<file path="src/rtl/alu_pkg.sv">
// Shared opcode, FSM state and flag-index definitions for the sequential ALU.
package alu_pkg;

  typedef enum logic [1:0] {
    OpAdd = 2'b00,
    OpSub = 2'b01,
    OpMul = 2'b10,
    OpDiv = 2'b11
  } alu_op_e;

  typedef enum logic [1:0] {
    StIdle = 2'b00,
    StRun  = 2'b01,
    StDone = 2'b10
  } alu_state_e;

  // Bit positions inside the 4-bit flags word {Z, N, C, V}
  localparam int unsigned FlagZ = 3;
  localparam int unsigned FlagN = 2;
  localparam int unsigned FlagC = 1;
  localparam int unsigned FlagV = 0;

  function automatic logic [3:0] pack_flags(input logic z, input logic n,
                                            input logic c, input logic v);
    logic [3:0] f;
    f        = '0;
    f[FlagZ] = z;
    f[FlagN] = n;
    f[FlagC] = c;
    f[FlagV] = v;
    return f;
  endfunction

endpackage

</file>
<file path="src/rtl/alu_muldiv_unit.sv">
// Iterative signed multiply / restoring divide, one bit per step on magnitudes.
// o_result reflects the state *after* the step taken this cycle, so the owner
// can register it on the final step edge.
module alu_muldiv_unit
  import alu_pkg::*;
#(
  parameter int unsigned WIDTH = 8
) (
  input  logic               i_clk,
  input  logic               i_rst_n,
  input  logic               i_start,
  input  logic               i_step,
  input  logic               i_is_div,
  input  logic [WIDTH-1:0]   i_a,
  input  logic [WIDTH-1:0]   i_b,
  output logic [2*WIDTH-1:0] o_result,
  output logic               o_ovf
);

  logic               r_is_div;
  logic               r_neg_q;   // sign of product / quotient
  logic               r_neg_r;   // sign of remainder (dividend sign)
  logic [2*WIDTH-1:0] r_acc;
  logic [2*WIDTH-1:0] r_mcand;
  logic [WIDTH-1:0]   r_q;       // multiplier bits or dividend/quotient bits
  logic [WIDTH:0]     r_rem;
  logic [WIDTH-1:0]   r_mb;      // divisor magnitude

  logic [WIDTH-1:0]   w_mag_a;
  logic [WIDTH-1:0]   w_mag_b;
  logic [2*WIDTH-1:0] w_acc_nxt;
  logic [WIDTH:0]     w_rem_sh;
  logic               w_ge;
  logic [WIDTH:0]     w_rem_nxt;
  logic [WIDTH-1:0]   w_q_div_nxt;
  logic [2*WIDTH-1:0] w_prod;
  logic [WIDTH-1:0]   w_quo;
  logic [WIDTH-1:0]   w_remv;
  logic [WIDTH:0]     w_prod_top;

  // Operand magnitudes and one shift-add / restoring-subtract step
  always_comb begin
    w_mag_a     = i_a[WIDTH-1] ? -i_a : i_a;
    w_mag_b     = i_b[WIDTH-1] ? -i_b : i_b;
    w_acc_nxt   = r_q[0] ? (r_acc + r_mcand) : r_acc;
    w_rem_sh    = {r_rem[WIDTH-1:0], r_q[WIDTH-1]};
    w_ge        = (w_rem_sh >= {1'b0, r_mb});
    w_rem_nxt   = w_ge ? (w_rem_sh - {1'b0, r_mb}) : w_rem_sh;
    w_q_div_nxt = {r_q[WIDTH-2:0], w_ge};
  end

  // Sign correction and overflow detection on the post-step values
  always_comb begin
    w_prod     = r_neg_q ? -w_acc_nxt : w_acc_nxt;
    w_quo      = r_neg_q ? -w_q_div_nxt : w_q_div_nxt;
    w_remv     = r_neg_r ? -w_rem_nxt[WIDTH-1:0] : w_rem_nxt[WIDTH-1:0];
    w_prod_top = w_prod[2*WIDTH-1:WIDTH-1];
    if (r_is_div) begin
      o_result = {w_remv, w_quo};
      // Only most-negative / -1 yields a positive quotient magnitude of 2^(W-1)
      o_ovf    = ~r_neg_q & w_q_div_nxt[WIDTH-1];
    end else begin
      o_result = w_prod;
      o_ovf    = ~((&w_prod_top) | ~(|w_prod_top));
    end
  end

  // Operand load on start, one iteration per step
  always_ff @(posedge i_clk or negedge i_rst_n) begin
    if (!i_rst_n) begin
      r_is_div <= 1'b0;
      r_neg_q  <= 1'b0;
      r_neg_r  <= 1'b0;
      r_acc    <= '0;
      r_mcand  <= '0;
      r_q      <= '0;
      r_rem    <= '0;
      r_mb     <= '0;
    end else if (i_start) begin
      r_is_div <= i_is_div;
      r_neg_q  <= i_a[WIDTH-1] ^ i_b[WIDTH-1];
      r_neg_r  <= i_a[WIDTH-1];
      r_acc    <= '0;
      r_mcand  <= {{WIDTH{1'b0}}, w_mag_a};
      r_q      <= i_is_div ? w_mag_a : w_mag_b;
      r_rem    <= '0;
      r_mb     <= w_mag_b;
    end else if (i_step) begin
      if (r_is_div) begin
        r_rem <= w_rem_nxt;
        r_q   <= w_q_div_nxt;
      end else begin
        r_acc   <= w_acc_nxt;
        r_mcand <= r_mcand << 1;
        r_q     <= r_q >> 1;
      end
    end
  end

endmodule

</file>
<file path="src/rtl/seq_alu.sv">
// Sequential ALU: single-cycle ADD/SUB, WIDTH-cycle iterative MULT/DIV.
// Owns the IDLE/RUN/DONE FSM, the adder and flag generation.
module seq_alu
  import alu_pkg::*;
#(
  parameter int unsigned WIDTH = 8
) (
  input  logic               CLK,
  input  logic               RESET,
  input  logic               ENABLE,
  input  logic [1:0]         alu_operation,
  input  logic [WIDTH-1:0]   operand_a,
  input  logic [WIDTH-1:0]   operand_b,
  output logic [2*WIDTH-1:0] result,
  output logic               carry_out,
  output logic [3:0]         flags,
  output logic               busy,
  output logic               done
);

  localparam int unsigned    CntW     = $clog2(WIDTH);
  localparam logic [CntW-1:0] LastIter = CntW'(WIDTH - 1);

  alu_state_e         r_state;
  alu_op_e            r_op;
  logic [CntW-1:0]    r_count;
  logic [2*WIDTH-1:0] r_result;
  logic [3:0]         r_flags;
  logic               r_busy;
  logic               r_done;

  alu_op_e            w_op;
  logic               w_sub;
  logic [WIDTH-1:0]   w_b_eff;
  logic [WIDTH:0]     w_sum;
  logic [WIDTH-1:0]   w_sum_lo;
  logic               w_add_v;
  logic               w_div_zero;
  logic               w_md_start;
  logic               w_md_step;
  logic [2*WIDTH-1:0] w_md_result;
  logic [WIDTH-1:0]   w_md_lo;
  logic               w_md_ovf;
  logic               w_md_z;
  logic               w_md_n;

  // Adder path, accept decode and mul/div flag derivation
  always_comb begin
    w_op       = alu_op_e'(alu_operation);
    w_sub      = (w_op == OpSub);
    w_b_eff    = w_sub ? ~operand_b : operand_b;
    w_sum      = {1'b0, operand_a} + {1'b0, w_b_eff} + {{WIDTH{1'b0}}, w_sub};
    w_sum_lo   = w_sum[WIDTH-1:0];
    w_add_v    = (operand_a[WIDTH-1] == w_b_eff[WIDTH-1]) &&
                 (w_sum_lo[WIDTH-1] != operand_a[WIDTH-1]);
    w_div_zero = (w_op == OpDiv) && (operand_b == '0);
    w_md_start = (r_state == StIdle) && ENABLE && w_op[1] && !w_div_zero;
    w_md_step  = (r_state == StRun);
    w_md_lo    = w_md_result[WIDTH-1:0];
    // MULT flags see the full product; DIV flags see the quotient only
    if (r_op == OpMul) begin
      w_md_z = ~(|w_md_result);
      w_md_n = w_md_result[2*WIDTH-1];
    end else begin
      w_md_z = ~(|w_md_lo);
      w_md_n = w_md_lo[WIDTH-1];
    end
  end

  alu_muldiv_unit #(
    .WIDTH (WIDTH)
  ) u_muldiv (
    .i_clk    (CLK),
    .i_rst_n  (RESET),
    .i_start  (w_md_start),
    .i_step   (w_md_step),
    .i_is_div (w_op == OpDiv),
    .i_a      (operand_a),
    .i_b      (operand_b),
    .o_result (w_md_result),
    .o_ovf    (w_md_ovf)
  );

  // Control FSM with registered result, flags, busy and done
  always_ff @(posedge CLK or negedge RESET) begin
    if (!RESET) begin
      r_state  <= StIdle;
      r_op     <= OpAdd;
      r_count  <= '0;
      r_result <= '0;
      r_flags  <= '0;
      r_busy   <= 1'b0;
      r_done   <= 1'b0;
    end else begin
      case (r_state)
        StIdle: begin
          r_done <= 1'b0;
          if (ENABLE) begin
            r_busy  <= 1'b1;
            r_op    <= w_op;
            r_count <= '0;
            if (!w_op[1]) begin
              r_result <= {{WIDTH{w_sum_lo[WIDTH-1]}}, w_sum_lo};
              r_flags  <= pack_flags(~(|w_sum_lo), w_sum_lo[WIDTH-1], w_sum[WIDTH], w_add_v);
              r_done   <= 1'b1;
              r_state  <= StDone;
            end else if (w_div_zero) begin
              // Quotient all ones is negative and non-zero
              r_result <= {operand_a, {WIDTH{1'b1}}};
              r_flags  <= pack_flags(1'b0, 1'b1, 1'b0, 1'b1);
              r_done   <= 1'b1;
              r_state  <= StDone;
            end else begin
              r_state <= StRun;
            end
          end
        end
        StRun: begin
          if (r_count == LastIter) begin
            r_result <= w_md_result;
            r_flags  <= pack_flags(w_md_z, w_md_n, 1'b0, w_md_ovf);
            r_done   <= 1'b1;
            r_state  <= StDone;
          end else begin
            r_count <= r_count + CntW'(1);
          end
        end
        StDone: begin
          r_done  <= 1'b0;
          r_busy  <= 1'b0;
          r_count <= '0;
          r_state <= StIdle;
        end
        default: r_state <= StIdle;
      endcase
    end
  end

  assign result    = r_result;
  assign flags     = r_flags;
  assign carry_out = r_flags[FlagC];
  assign busy      = r_busy;
  assign done      = r_done;

endmodule
</file>
<file path="config.mk">
export PLATFORM = sky130hd
export DESIGN_NAME = seq_alu
export DESIGN_NICKNAME = d
export VERILOG_FILES = /design/src/rtl/alu_pkg.sv /design/src/rtl/alu_muldiv_unit.sv /design/src/rtl/seq_alu.sv
export SDC_FILE = /design/constraint.sdc
export NUM_CORES = 1
export LEC_CHECK = 0
export ABC_AREA = 0
export CAP_MARGIN = 25
export CORE_MARGIN = 2
export CORE_UTILIZATION = 55
export DETAILED_ROUTE_END_ITERATION = 12
export PLACE_DENSITY = 0.83
export SYNTH_ARGS = -nofsm -noshare
export SYNTH_HDL_FRONTEND = slang
export SYNTH_SLANG_ARGS = --single-unit
</file>
<file path="constraint.sdc">
create_clock -name CLK -period 8.18 [get_ports CLK]
set_input_delay 1.636 -clock CLK [delete_from_list [all_inputs] [get_ports CLK]]
set_output_delay 1.636 -clock CLK [all_outputs]
set_load 0.03 [all_outputs]
</file>
Yosys cells after proc, flatten, opt, wreduce, memory -nomap -nowiden
Index checks and enable logic that the tools add are counted.

Bits in registers: 88. Latch bits: 0. Memory bits (writable): 0. Bits in read-only memories: 0. Input bits: 21. Memories: 0.

Add/subtract/negate cells: 10. Multipliers: 0. Div/mod/pow operators: 0. Magnitude comparators: 1. Equality and inequality tests: 13. Shifts and indexed selects: 0. Mux-type cells: 50. Bitwise operators: 10. Reductions and logical operators: 26.

Operators with widths (number): 16-bit two-way mux (13); 8-bit two-way mux (13); 8-bit negator (4); 16-bit one-hot mux with 2 select lines (1); 16-bit adder (1); 4-bit two-way mux (4); 16-bit negator (1); 16-bit OR reduction (1); 8-bit OR reduction (2); 2-bit AND reduction (6); 8-bit by 8-bit adder with 9-bit output (1); 9-bit by 1-bit adder with 9-bit output (1); 9-bit by 8-bit >= comparator with 1-bit output (1); 3-bit one-hot mux with 3 select lines (1); 9-bit AND reduction (1); 9-bit OR reduction (1); 8-bit logical NOT (1); 1-bit two-way mux (8); 2-bit two-way mux (4); 8-bit NOT (1); 4-bit one-hot mux with 2 select lines (1); 2-bit nonzero test (4); 8-bit subtractor (1); 2-bit equality test, second input constant (3); other kinds (22) (35).

Logic depth before layout (Yosys ltp)
Gate-level depths: netlist of run 1.

Depth in word-level cells: 11. Depth in mapped cells: 18. Gate-level depth less buffers: 17.

By module
A second synthesis of run 1 with hierarchy kept.

Cells, all modules: 846. Area, all modules: 7151.9 µm².

Modules (own cells, without submodules): alu_muldiv_unit (times used 1, cells an instance 627, area an instance 5173.7 µm², seq. area each 1476.4 µm²); seq_alu (times used 1, cells an instance 219, area an instance 1978.1 µm², seq. area each 725.7 µm²).

Worst setup path before layout of run 1
No wires, ideal clock.

Path type: input port to flip-flop. From: input alu_operation[1]. To: register r_result[8] (netlist: result[8]). Arrival: 4359 ps. Data required time: 8059 ps. Setup slack: 3700 ps. Cell stages on the path: 14. Cell sequence: clkbuf_1 inv_1 nand2_1 xnor2_1 ha_1 a21boi_0 o21a_1 o21ai_0 a21oi_1 o21a_1 or2_2 mux2i_1 o211ai_1 a22o_1.

Word-level cells in the longest chain between the ends: 7.

RTL lines: start: declaration (line seq_alu.sv:11) `input logic [1:0] alu_operation,`; 2-bit by 1-bit equality test with 1-bit output (line seq_alu.sv:50) `w_sub = (w_op == OpSub);`; 8-bit two-way mux (line seq_alu.sv:51) `w_b_eff = w_sub ? ~operand_b : operand_b;`; 8-bit by 8-bit adder with 9-bit output (line seq_alu.sv:52) `w_sum = {1'b0, operand_a} + {1'b0, w_b_eff} + {{WIDTH{1'b0}}, w_sub};`; 9-bit by 1-bit adder with 9-bit output (line seq_alu.sv:52); 16-bit two-way mux (line seq_alu.sv:102) `if (!w_op[1]) begin`; 16-bit two-way mux (line seq_alu.sv:98) `if (ENABLE) begin`; 16-bit one-hot mux with 2 select lines (line seq_alu.sv:95) `case (r_state)`; end signal: assignment (line seq_alu.sv:103) `r_result <= {{WIDTH{w_sum_lo[WIDTH-1]}}, w_sum_lo};`; end signal: assignment (line seq_alu.sv:109) `r_result <= {operand_a, {WIDTH{1'b1}}};`; end signal: assignment (line seq_alu.sv:120) `r_result <= w_md_result;`; end: declaration (line seq_alu.sv:27) `logic [2*WIDTH-1:0] r_result;`.

Parallel ways exist; a longest one is shown, timed or not. The select of a mux whose other input is x is not followed. A chain may end at the register's enable or synchronous reset.

Worst setup path in the final report of run 1
From: input alu_operation[1]. To: register r_flags[2] (netlist: flags[2]).

Word-level cells in the longest chain between the ends: 7.

RTL lines: 2-bit by 1-bit equality test with 1-bit output (line seq_alu.sv:50); 8-bit two-way mux (line seq_alu.sv:51); 8-bit by 8-bit adder with 9-bit output (line seq_alu.sv:52); 9-bit by 1-bit adder with 9-bit output (line seq_alu.sv:52); 4-bit two-way mux (line seq_alu.sv:102); 4-bit two-way mux (line seq_alu.sv:98); 4-bit one-hot mux with 2 select lines (line seq_alu.sv:95); end signal: assignment (line seq_alu.sv:104) `r_flags <= pack_flags(~(|w_sum_lo), w_sum_lo[WIDTH-1], w_sum[WIDTH], w_add_v);`; end signal: assignment (line seq_alu.sv:110) `r_flags <= pack_flags(1'b0, 1'b1, 1'b0, 1'b1);`; end signal: assignment (line seq_alu.sv:121) `r_flags <= pack_flags(w_md_z, w_md_n, 1'b0, w_md_ovf);`; end: declaration (line seq_alu.sv:28) `logic [3:0] r_flags;`.

Parallel ways exist; a longest one is shown, timed or not. The select of a mux whose other input is x is not followed.

==> results of run 1 <==
cells in the mapped netlist, drive strengths merged (26+ instances only):
master / instances / area share, %
a211oi: 35 / 3.7
dfrtp: 88 / 29
o21ai: 61 / 4.1
nand2: 124 / 6.2
clkbuf: 44 / 2.2
inv: 38 / 1.9
nor2: 85 / 4.3
a21oi: 63 / 4.2
xnor2: 35 / 4.1
mux2i: 26 / 3.5
ha: 40 / 6.7
path summary, 6_finish.rpt:
| path | to | slack (ns) | cells after the start |
|---|---|---|---|
| min in group asynchronous | u_muldiv.r_acc[0] | 1.21 | 1 |
| max in group asynchronous | u_muldiv.r_mb[5] | 5.85 | 2 |
| worst max-delay path | flags[2] | 2.98 | 14 |
| worst max register to register | flags[3] | 3.87 | 16 |
| worst min-delay path | u_muldiv.r_mb[4] | 0.48 | 2 |
| worst min register to register | u_muldiv.r_mb[4] | 0.48 | 2 |
layer usage:
layer  global-route usage (%)  wire [microns]
met3                     6.46            1460
met2                     44.4            9380
met5                        0               0
met1                     38.8            8990
met4                     10.2             503
power groups by stage:
stage	clock, mW	combinational, mW	sequential, mW
after global routing	0.465	3.14	0.828
after detailed placement	0	2.80	0.807
final	0.446	2.87	0.803
after CTS	0.448	2.83	0.800
after global placement	0	2.75	0.802
after floorplan	0	2.06	0.835
layout make-up:
type                            count  area (sq um)  share of cell area (%)
Tap cell                          176           220                    2.63
Inverter                           39           146                    1.75
Clock inverter                      4          51.3                   0.614
Timing Repair Buffer               54           527                    6.30
Clock buffer                       12           267                    3.19
Sequential cell                    88          2200                    26.3
Multi-Input combinational cell    754          4950                    59.2
flip-flops by register name (all words and copies together), names as in the netlist:
signal and flops:
result 16, u_muldiv.r_acc 16, r_state 2, done 1
u_muldiv.r_mcand 16, flags 4, r_op 2, u_muldiv.r_neg_q 1
u_muldiv.r_q 8, r_count 3, u_muldiv.r_mb 8, u_muldiv.r_is_div 1
u_muldiv.r_rem 8, u_muldiv.r_neg_r 1, busy 1
worst register-to-register path, cell delays in order, from the launching register on:
cell and delay [ns]:
dfrtp_1 0.43, ha_1 0.36, a21o_1 0.19, a211oi_1 0.61
inv_1 0.16, nor2_1 0.26, ha_1 0.22, or3b_2 0.46
nand2_1 0.09, xor2_1 0.15, a22oi_1 0.08, and3_1 0.24
a311oi_1 0.20, nand4_1 0.20, a211oi_1 0.25, nand4_1 0.16
o21ai_0 0.16
through the flow:
step	instances	worst slack (ns)
after floorplan	935	3.70
after global placement	1109	2.83
after detailed placement	1110	2.73
after CTS	1126	3.06
after global routing	1127	2.62
final	1127	2.98
cells by family after synthesis:
logic type | synth area share, %
AND/OR/NAND/NOR | 21.4
AO/OA/AOI/OAI | 26.5
buffers and inverters | 4.77
flip-flops | 29.4
XOR/XNOR | 6.54
adder cells (fa/ha/maj) | 7.47
multiplexers | 3.97
==> impl_results.md, run 1 <==
* Outcome: completed
* Number of global-route vias before repair at 6543
* Total of hold buffers inserted after clock tree synthesis at 0
* DR vias/cell at 6.36
* Element type at the critical path start: primary input
* Die area at 14600 sq um
* Number of antenna repair diodes at 0
* CTS tree: built
* Master cell of the clock root buffer: clkbuf_16
* Synth warnings at 0
* Overall overflow remaining after global route at 0
* Vias at 7167
* Psw at 2.13 mW
* Start of the worst register-to-register path: u_muldiv.r_rem[5]
* Routed wire per std cell at 18.0 microns
* DR DRC count at 0
* Cell Pwr Density at 493 nW/um^2
* GPL Wtd Cong at 0.956
* Logic gate share of total power at 69.7%
* Router iterations before antenna repair at 5
* Count of flip-flops with a built-in enable after synthesis at 0
* Y dimension of the die at 121 microns
* Worst Skew at 0.00977 ns
* Placed standard-cell area at 8020 sq um
* Commonest non-fill, non-tap cells in the layout: nand2_1 (124), dfrtp_1 (88), nor2_1 (84), a21oi_1 (63), o21ai_0 (60)
* Endpoint kind of the worst setup timing path: flip-flop
* Delay of the slowest cell on the worst path at 0.68 ns
* Final-report setup violation count at 0
* Number of storage elements in the synthesis netlist at 88
* Number of buffers on the longest clock path at 2
* Most common cell after layout, fill and taps aside: nand2_1
* Number of clock sinks at 88
* Share of post-route cells with drive strength above 1 at 5.57%
* Number of instances in the synthesized netlist at 935
* Clock buffer count from CTS at 9
* Synthesized Nets at 999
* Design Area, Final at 8360 sq um
* Dominant register cell in the synthesized netlist: dfrtp_1
* Number of violations of the max-capacitance limit at 0
* Aggregate global-route resource usage at 28.5%
* Clock latency on the worst-skew pair at 0.36 ns
* Fillers at 1151
* Final wirelength at 20300 microns
* Worst IR drop on VDD at 0.274 mV
* Crit path launch: alu_operation[1]
* Antenna violations before repair at 0
* Violation count after the first detailed-routing iteration at 823
* Post-synthesis average cell area at 8.02 sq um
* Worst-path cell with the longest stage delay: clkdlybuf4s50_1
* Kind of cell adding the most delay to the critical path: compound AO/OA/AOI/OAI gates
* Highest achievable clock rate at 0.192 GHz
* Switching part of the total power at 51.6%
* Final-report hold violation count at 0
* Proportion of synthesized chip area in sequential cells at 29.4%
* Post-CTS setup buffer count at 0
* Starting density of the core at 56.4%
* Fraction of power consumed by the clock network at 10.8%
* IO Port Bufs at 43
* Worst hold-check slack at 0.479 ns
* Tot Pwr at 4.12 mW
* Min-delay src: u_muldiv.r_mb[4]
* Site Rows at 42
* Type of the setup path with the least slack: in2reg
* Core outline area at 13300 sq um
* Class of the tightest hold or removal check: reg2reg
* Crit path max fanout at 14
* Layout-stage area growth over the synthesis result at 11.4%
* Crit path buf inv count at 2
* Total negative setup slack at 0 ns
* Minimum clock period after layout at 5.20 ns
* Cell-internal power at 2.00 mW
* Clock-pin slew on the worst setup and hold paths at 0.06 ns
* Final core utilization at 62.9%
* Horizontal extent of the die at 121 microns
* Post-synth ARST share at 100%
* RSZ-0062 raised after global routing: false
* Cts repair resizes at 0
* Signal arrival time at the worst endpoint at 5.43 ns
* Pin count of the biggest net entering global routing at 58
* Crit path required time at 8.41 ns
* Headroom to the max-slew limit at 39.3%
* Number of placed I/O pins at 44
* Number of distinct standard cells referenced by the synthesized netlist at 81
* P_leak at 3.55 nW
* Slew Limit Fails at 0
* Layout net count at 1010
* DP HPWL at 14900 microns
* Post-synthesis instance area at 7500 sq um
* Antenna Violating Nets Remaining at 0
* Clock H-tree levels at 3
* Slew of the pin with the lowest slew margin at 0.897 ns
* Ordered cell list for the critical path: clkdlybuf4s50_1, inv_1, nand2_1, xnor2_1, ha_1, a21boi_0, o21a_1, o21ai_0, a21oi_1, o21a_1, o211ai_1, nor2_1, a21oi_1, o31ai_4
* Final worst path period share at 63.6%
* Sequential share of power at 19.5%
* Global-route wire length before repair at 33000 microns
Note: power is estimated with default switching activity, not from simulation.
==> run 2, diff against run 1 <==
==> constraint.sdc (replaced) <==
create_clock -name CLK -period 5 [get_ports CLK]
set_input_delay 1 -clock CLK [delete_from_list [all_inputs] [get_ports CLK]]
set_output_delay 1 -clock CLK [all_outputs]
set_load 0.03 [all_outputs]
==> run 2 against run 1 <==
Effect of this change:
- non-clock buffer count up 2
- critical path depth down 1
- global-route usage about the same
==> impl_results.md, run 2 (synthesized netlist as in run 1, its figures left out) <==
* Final-report setup violation count at 0 (unchanged)
* Overall overflow remaining after global route at 0 (unchanged)
* Cts repair resizes at 0 (unchanged)
* Site Rows at 42 (unchanged)
* Worst hold-check slack at 0.468 ns (was 0.479 ns)
* Most common cell after layout, fill and taps aside: nand2_1 (unchanged)
* Min-delay src: result[0] (was u_muldiv.r_mb[4])
* Antenna Violating Nets Remaining at 0 (unchanged)
* Total negative setup slack at 0 ns (unchanged)
* Post-place setup slack at 0.429 ns (was 2.73 ns)
* Fillers at 1142 (was 1151)
* Class of the tightest hold or removal check: reg2reg (unchanged)
* Clock H-tree levels at 3 (unchanged)
* Post-placement cell count at 1113 (was 1110)
* Aggregate global-route resource usage at 28.5% (about the same)
* Minimum clock period after layout at 4.25 ns
* DR vias/cell at 6.35 (was 6.36)
* Type of the setup path with the least slack: in2reg (unchanged)
* Crit path required time at 5.23 ns (was 8.41 ns)
* Cell Pwr Density at 802 nW/um^2 (was 493 nW/um^2)
* Slew Limit Fails at 0 (unchanged)
* Core outline area at 13300 sq um (unchanged)
* Start of the worst register-to-register path: u_muldiv.r_rem[5] (unchanged)
* Final core utilization at 62.6% (was 62.9%)
* P_leak at 3.55 nW (about the same)
* Final instance count without filler cells at 1129 (was 1127)
* Design Area, Final at 8320 sq um (was 8360 sq um)
* Vias at 7168 (was 7167)
* Number of violations of the max-capacitance limit at 0 (unchanged)
* Number of global-route vias before repair at 6554 (was 6543)
* Crit path launch: alu_operation[0] (was alu_operation[1])
* Violation count after the first detailed-routing iteration at 811 (was 823)
* IO Port Bufs at 43 (unchanged)
* Highest achievable clock rate at 0.236 GHz
* Worst Skew at 0.0101 ns (was 0.00977 ns)
* Endpoint kind of the worst setup timing path: flip-flop (unchanged)
* Cells on worst reg2reg path at 16 (unchanged)
* Placed standard-cell area at 8040 sq um (was 8020 sq um)
* Number of buffers on the longest clock path at 2 (unchanged)
* Element type at the critical path start: primary input (unchanged)
* Worst IR drop on VDD at 0.495 mV (was 0.274 mV)
* Post-CTS setup buffer count at 0 (unchanged)
* Number of antenna repair diodes at 0 (unchanged)
* Signal arrival time at the worst endpoint at 4.47 ns (was 5.43 ns)
* Layout-stage area growth over the synthesis result at 10.9% (was 11.4%)
* Ordered cell list for the critical path: clkdlybuf4s50_1, nand2_1, xnor2_1, ha_1, a21boi_0, o21a_1, o21ai_0, a21oi_1, o21a_1, o211ai_1, nor2_1, a21oi_1, o31ai_4 (was clkdlybuf4s50_1, inv_1, nand2_1, xnor2_1, ha_1, a21boi_0, o21a_1, o21ai_0, a21oi_1, o21a_1, o211ai_1, nor2_1, a21oi_1, o31ai_4)
* CTS tree: built (unchanged)
* Delay of the slowest cell on the worst path at 0.66 ns (was 0.68 ns)
* Total of hold buffers inserted after clock tree synthesis at 0 (unchanged)
* Number of placed I/O pins at 44 (unchanged)
* Outcome: completed (unchanged)
* Clock-pin slew on the worst setup and hold paths at 0.07 ns (was 0.06 ns)
* Worst-path cell with the longest stage delay: clkdlybuf4s50_1 (unchanged)
* Starting density of the core at 56.4% (unchanged)
* Horizontal extent of the die at 121 microns (unchanged)
* Die area at 14600 sq um (unchanged)
* Final-report hold violation count at 0 (unchanged)
* Final critical-path setup slack at 0.755 ns (was 2.98 ns)
* Antenna violations before repair at 0 (unchanged)
* Final worst path period share at 84.9%
* Routed wire per std cell at 17.9 microns (was 18.0 microns)
* Crit path max fanout at 10 (was 14)
* Y dimension of the die at 121 microns (unchanged)
* DR DRC count at 0 (unchanged)
* Global-route wire length before repair at 33300 microns (was 33000 microns)
* Final wirelength at 20200 microns (was 20300 microns)
* Tot Pwr at 6.67 mW (was 4.12 mW)
* Headroom to the max-slew limit at 37.6% (was 39.3%)
* Clock buffer count from CTS at 9 (unchanged)
* Pin count of the biggest net entering global routing at 55 (was 58)
* Number of clock sinks at 88 (unchanged)
* GPL Wtd Cong at 0.978 (was 0.956)
* Router iterations before antenna repair at 5 (unchanged)
* RSZ-0062 raised after global routing: false (unchanged)
* Slew of the pin with the lowest slew margin at 0.935 ns (was 0.897 ns)
* Clock latency on the worst-skew pair at 0.36 ns (about the same)
* Share of post-route cells with drive strength above 1 at 5.77% (was 5.57%)
* Layout net count at 1012 (was 1010)
* DP HPWL at 15100 microns (was 14900 microns)
* Commonest non-fill, non-tap cells in the layout: nand2_1 (124), dfrtp_1 (88), nor2_1 (84), a21oi_1 (63), o21ai_0 (60) (unchanged)
* Instance count along the most critical hold path at 2 (unchanged)
* Master cell of the clock root buffer: clkbuf_16 (unchanged)
run 2: cell count changes in the layout (fill, tap and decap cells not counted):
| cell | change |
|---|---|
| clkinv_4 | -1 |
| buf_12 | -1 |
| clkbuf_8 | -3 |
| buf_6 | -1 |
| bufinv_16 | -1 |
| buf_4 | +4 |
| inv_6 | +3 |
| inv_8 | +1 |
| clkinvlp_4 | -1 |
| clkinv_2 | +2 |
run 2: cell type report:
type	instances	area [sq um]	share of cell area, %
inverters	39	146	1.76
flip-flops and latches	88	2200	26.5
multi-input cells	754	4950	59.5
repair buffers	56	526	6.32
clock inverters	7	52.6	0.632
clock buffers	9	225	2.71
well taps	176	220	2.65
run 2: power breakdown:
part	internal, mW	switching (mW)	total, mW
sequential	1.01	0.331	1.34
clock	0.343	0.316	0.659
combinational	1.83	2.84	4.67
total	3.18	3.49	6.67
run 2: worst max-delay path: cells and delay by family:
family	cells	cell delay, ns
xor+xnor	1	0.35
compound gates	8	1.78
buf+inv	1	0.66
simple gates	2	0.37
fa+ha+maj	1	0.30
run 2: final timing paths:
kind / to / slack [ns]
min in group asynchronous: result[5] / 0.69
max in group asynchronous: u_muldiv.r_rem[6] / 3.36
max: flags[2] / 0.75
min: result[0] / 0.47
max reg2reg: flags[3] / 0.91
min reg2reg: result[0] / 0.47
run 2: routing by layer:
layer / track usage (%) / routed length [microns] / vias up
li1: - / - / 3428
met1: 40.5 / 8910 / 3405
met2: 44.5 / 9250 / 286
met3: 4.53 / 1550 / 49
met4: 9.16 / 457 / 0
met5: 0 / 0 / -
